## config.mk

```make
export PLATFORM = sky130hd
export DESIGN_NAME = harmonic_mixer
export DESIGN_NICKNAME = d
export VERILOG_FILES = /design/src/rtl/harmonic_mixer.sv
export SDC_FILE = /design/constraint.sdc
export NUM_CORES = 2
export LEC_CHECK = 0
export CORE_MARGIN = 8
export CORE_UTILIZATION = 50
export CTS_CLUSTER_DIAMETER = 150
export CTS_CLUSTER_SIZE = 28
export DETAILED_ROUTE_END_ITERATION = 7
export PLACE_DENSITY = 0.73
export SYNTH_ARGS = -nofsm -noshare
export SYNTH_HDL_FRONTEND = slang
export SYNTH_SLANG_ARGS = --single-unit
```

## constraint.sdc

```tcl
create_clock -name i_Clock -period 13.1 [get_ports i_Clock]
set_clock_uncertainty 0.2 [all_clocks]
set_input_delay 2.62 -clock i_Clock [delete_from_list [all_inputs] [get_ports i_Clock]]
set_output_delay 2.62 -clock i_Clock [all_outputs]
set_load 0.02 [all_outputs]
```

## src/rtl/harmonic_mixer.sv

```systemverilog
// Harmonic mixer: scales each upstream sine sample by a decaying level and
// comb gain, accumulates one mix per period and emits it saturated to 16 bits.
module harmonic_mixer #(
    parameter int HARMONIC_MAX = 200,
    parameter int LUT_LATENCY  = 1,
    parameter int ACC_WIDTH    = 32,
    parameter int OUT_SHIFT    = 4
) (
    input  logic        i_Clock,
    input  logic        i_Reset_n,
    input  logic        i_Start,
    input  logic [7:0]  i_Harmonic_Count,
    input  logic [15:0] i_Decay,
    input  logic [15:0] i_Comb,
    input  logic        i_Sample_Ready,
    input  logic [15:0] i_Sample_Value,
    input  logic        i_Freq_Too_High,
    output logic [7:0]  o_Harmonic,
    output logic        o_Next_Sample,
    output logic [15:0] o_Mix,
    output logic        o_Mix_Valid,
    output logic        o_Overrun
);

    typedef enum logic [2:0] {
        IDLE,
        WAIT_READY,
        LATENCY,
        MULT,
        ACC,
        ACK,
        OUTPUT
    } state_t;

    localparam int LW = (LUT_LATENCY > 1) ? $clog2(LUT_LATENCY) : 1;
    localparam logic [LW-1:0] LAT_LAST = LW'(LUT_LATENCY - 1);
    localparam logic [7:0] IDX_LAST = 8'(HARMONIC_MAX - 1);
    localparam logic signed [ACC_WIDTH-1:0] MIX_MAX = 32767;
    localparam logic signed [ACC_WIDTH-1:0] MIX_MIN = -32768;

    state_t                       state;
    logic [LW-1:0]                lat_cnt;
    logic [7:0]                   count;
    logic [15:0]                  level;
    logic                         last;
    logic signed [ACC_WIDTH-1:0]  acc;
    logic signed [ACC_WIDTH-1:0]  term;

    logic [15:0]                  comb_hi;
    logic [15:0]                  decay_hi;
    logic [15:0]                  eff;
    logic signed [32:0]           product;
    logic signed [16:0]           term_w;
    logic                         last_w;
    logic signed [ACC_WIDTH-1:0]  shifted;
    logic [15:0]                  sat;

    assign comb_hi  = 16'((32'(level) * 32'(i_Comb)) >> 16);
    assign decay_hi = 16'((32'(level) * 32'(i_Decay)) >> 16);
    // Odd indices are the even harmonic numbers and get the comb gain.
    assign eff      = o_Harmonic[0] ? comb_hi : level;
    assign product  = $signed(i_Sample_Value) * $signed({1'b0, eff});
    assign term_w   = 17'(product >>> 16);

    assign last_w = ({1'b0, o_Harmonic} + 9'd1 == {1'b0, count})
                  || i_Freq_Too_High
                  || (o_Harmonic == IDX_LAST);

    assign shifted = acc >>> OUT_SHIFT;

    always_comb begin
        sat = shifted[15:0];
        if (shifted > MIX_MAX)
            sat = 16'h7FFF;
        else if (shifted < MIX_MIN)
            sat = 16'h8000;
    end

    always_ff @(posedge i_Clock or negedge i_Reset_n) begin
        if (!i_Reset_n) begin
            state         <= IDLE;
            lat_cnt       <= '0;
            count         <= 8'd1;
            level         <= 16'hFFFF;
            last          <= 1'b0;
            acc           <= '0;
            term          <= '0;
            o_Harmonic    <= 8'd0;
            o_Next_Sample <= 1'b0;
            o_Mix         <= 16'd0;
            o_Mix_Valid   <= 1'b0;
            o_Overrun     <= 1'b0;
        end else begin
            o_Mix_Valid <= 1'b0;
            o_Overrun   <= i_Start && (state != IDLE);
            case (state)
                IDLE: begin
                    o_Harmonic <= 8'd0;
                    acc        <= '0;
                    level      <= 16'hFFFF;
                    lat_cnt    <= '0;
                    count      <= (i_Harmonic_Count == 8'd0) ?
                                  8'd1 : i_Harmonic_Count;
                    if (i_Start)
                        state <= WAIT_READY;
                end
                WAIT_READY: begin
                    lat_cnt <= '0;
                    if (i_Sample_Ready)
                        state <= LATENCY;
                end
                LATENCY: begin
                    if (lat_cnt == LAT_LAST)
                        state <= MULT;
                    else
                        lat_cnt <= lat_cnt + LW'(1);
                end
                MULT: begin
                    term  <= {{(ACC_WIDTH-17){term_w[16]}}, term_w};
                    state <= ACC;
                end
                ACC: begin
                    acc           <= acc + term;
                    level         <= decay_hi;
                    o_Next_Sample <= 1'b1;
                    last          <= last_w;
                    o_Harmonic    <= last_w ? 8'd0 : o_Harmonic + 8'd1;
                    state         <= ACK;
                end
                ACK: begin
                    if (!i_Sample_Ready) begin
                        o_Next_Sample <= 1'b0;
                        state         <= last ? OUTPUT : WAIT_READY;
                    end
                end
                OUTPUT: begin
                    o_Mix       <= sat;
                    o_Mix_Valid <= 1'b1;
                    state       <= IDLE;
                end
                default: state <= IDLE;
            endcase
        end
    end

endmodule

```

==> results.md <==
- Vias in the first global route: about 26000
- Fmax: 0.0726 GHz
- CTS buffer count: 9
- Post-Synth XOR/XNOR Area: ~2.1%
- Post-Syn Area: 30800 µm²
- Antenna Nets Post-Route: 0
- Ys Warns: 0
- Clock tree buffer depth: 2
- WL final: 74500 µm
- Slew @ Worst Pin: roughly 1200 ps
- Die ar.: approximately 70000 µm²
- GPL Wtd Cong: ~0.86
- CP Launch Type: input pin
- Synth Area in Compound Gates: between 8 and 9%
- Worst Setup End Kind: register
- # IOs: 88
- Initial DRT Pass Iterations: 5
- Largest net degree at the start of global routing: 75
- Crit Path Max Fanout: 5
- Global route overflow: 0
- Layout cells sized above 1: 12.9%
- Most used DFF post-synth: dfrtp_1
- Cell area after layout: approximately 35000 µm²
- Hold crit path type: register to register
- Number of buffers added on ports: 87
- Tcrit/Tclk final: 105%
- Final Critical Period: 13780 ps
- Post-detailed-route wirelength per cell: 16.6 µm
- Largest family of logic cells by synthesized area: adder cells
- Most frequent cells in the layout: 689 x inv_1, 572 x fa_1, 539 x nand2_1, 336 x ha_1, 298 x and2_1
- Syn Inst Count: between 3000 and 4000
- Clk sinks: 104
- Worst endpoint required time: roughly 13000 ps
- CTS tree: built
- Outcome: complete, but fails checks
- First-pass GRT wire length: 130000 µm
- Area grow syn2layout: 14.1%
- Drt initial violations: about 1100
- CP max stage cell: fa_1
- Die W: 264 µm
- Worst stage delay on the critical path: roughly 600 ps
- RSZ-0062 raised after global routing: yes
- Initial antenna violation count: 0
- Mux share of post-synthesis cell area: less than 1%
- Root buffer cell: clkbuf_16
- Max Cap Violations: 0
- Post-synthesis async set-or-reset flop share: 100%
- Dpl cell area: around 34000 µm²
- Slack of the worst reg-to-reg path: 790 ps
- Drt via density: approximately 5.4
- Final worst slack: -678 ps
- CORE AREA: about 61000 µm²
- Seq cells post-synth: 104
- Site row count: approximately 90
- H-tree depth: 3
- Kind of critical path: input pin to register
- DR vias: 24000
- Final Hold Fails: 0
- Gr usage total: 22.2%
- Drt drc: 0
- Setup violations, final: 16
- Worst EP arrival: 13830 ps
- Detailed placement HPWL: ~58000 µm
- Failing checks: setup timing
- Seq/Total Area, Yosys: 8.52%
- Pins Over Slew Limit: 0
- Post-synthesis net count: 4472
- Post-synthesis simple-gate area fraction: 18.0%
- Initial core utilization: 50.3%
- Worst rel slew slack: between 20% and 30%
- Average cell area after synthesis: 8.85 µm²
- Die height: 264 µm
- Synth cell types: 88
- Commonest non-fill, non-tap cell in the layout: inv_1
- Clock-pin slew on the worst setup and hold paths: 80 ps
- Final nets: between 4000 and 5000
- Worst skew pair latency: about 360 ps
- Adder-Cell Fraction of Synth Area: 52.1%
- Total inserted antenna cells: 0
- Post-synth EDFFs: 0
- Cell mode on critical path: fa_1
==> flip-flops by register name, indices dropped and copies added (netlist names), 3 cells and up <==
| signal | flops |
|---|---|
| state | 3 |
| term | 17 |
| o_Mix | 16 |
| acc | 32 |
| o_Harmonic | 8 |
| count | 8 |
| level | 16 |
==> cell usage after synthesis, drive strengths merged, types with 38 or more instances <==
cell type / n / area share, %
a21o: 38 / 0.96
a21oi: 73 / 1.2
and2: 310 / 6.3
clkbuf: 130 / 1.6
dfrtp: 87 / 7.1
fa: 580 / 38
ha: 353 / 14
inv: 711 / 8.7
nand2: 548 / 6.7
nand3: 39 / 0.63
nor2: 79 / 0.96
o21ai: 102 / 1.7
==> cell type report <==
class	count	area [µm²]
clock buffers	9	225
clock inverters	7	97.6
fillers	5357	26100
inverters	712	2670
multi-input cells	2516	25500
flip-flops and latches	104	2620
well taps	790	988
repair buffers	340	2980
==> path summary, 6_finish.rpt <==
check | start | end | cells after the start
max in group asynchronous | i_Reset_n | acc[21]$_DFFE_PN0P_ | 2
min reg2reg | acc[0]$_DFFE_PN0P_ | acc[0]$_DFFE_PN0P_ | 2
min | acc[0]$_DFFE_PN0P_ | acc[0]$_DFFE_PN0P_ | 2
min in group asynchronous | i_Reset_n | o_Mix[8]$_DFFE_PN0P_ | 1
max reg2reg | level[3]$_DFFE_PN1P_ | term[14]$_DFFE_PN0N_ | 43
max | i_Comb[3] | term[14]$_DFFE_PN0N_ | 46
==> per-stage QoR <==
stage / setup slack [ps] / TNS (ps) / std cells / hold slack, ps / util, %
3_3_place_gp: -1520 / -21150 / 4410 / 259 / 55.2
4_1_cts: -612 / -6930 / 4469 / 281 / 56.9
5_1_grt: -1060 / -14260 / 4478 / 309 / 57.3
6_report: -678 / -8390 / 4478 / 281 / 57.3
2_1_floorplan: -399 / -1800 / 3478 / 245 / -
3_5_place_dp: -1640 / -22690 / 4410 / 264 / 55.2
==> kinds of logic after synthesis <==
logic type               after synthesis
AO/OA/AOI/OAI                        360
buffers and inverters                858
adder cells (fa/ha/maj)              933
multiplexers                          18
AND/OR/NAND/NOR                     1131
flip-flops                           104
XOR/XNOR                              74
==> worst max-delay path: cells and delay by family <==
kind                       cells  cell delay, ps
AOI/OAI and AO/OA             15            2900
and+or+nand+nor                4             390
buffers and inverters         13            1330
adders and majority gates     14            6570
==> routing by layer <==
metal	share of wire, %	wire length (µm)	GRT usage [%]	up-vias
li1	-	-	-	11100
met2	50	37500	39.3	571
met1	43	32000	29.3	12200
met4	2.2	1620	5.40	0
met3	4.5	3340	2.04	127
met5	0	0	0	-
==> timing repair <==
| action | 4_1_cts | 5_1_grt |
|---|---|---|
| buffers inserted | 40 | 8 |
| setup endpoints to repair | 17 | 17 |
| gates cloned | 4 | 1 |
| pin swaps | 87 | 46 |
| hold buffers | 0 | 0 |
| gates resized for setup | 183 | 58 |
Power is not shown: default switching activity piles up to over one toggle a cycle in this logic, so the estimate is an artifact.
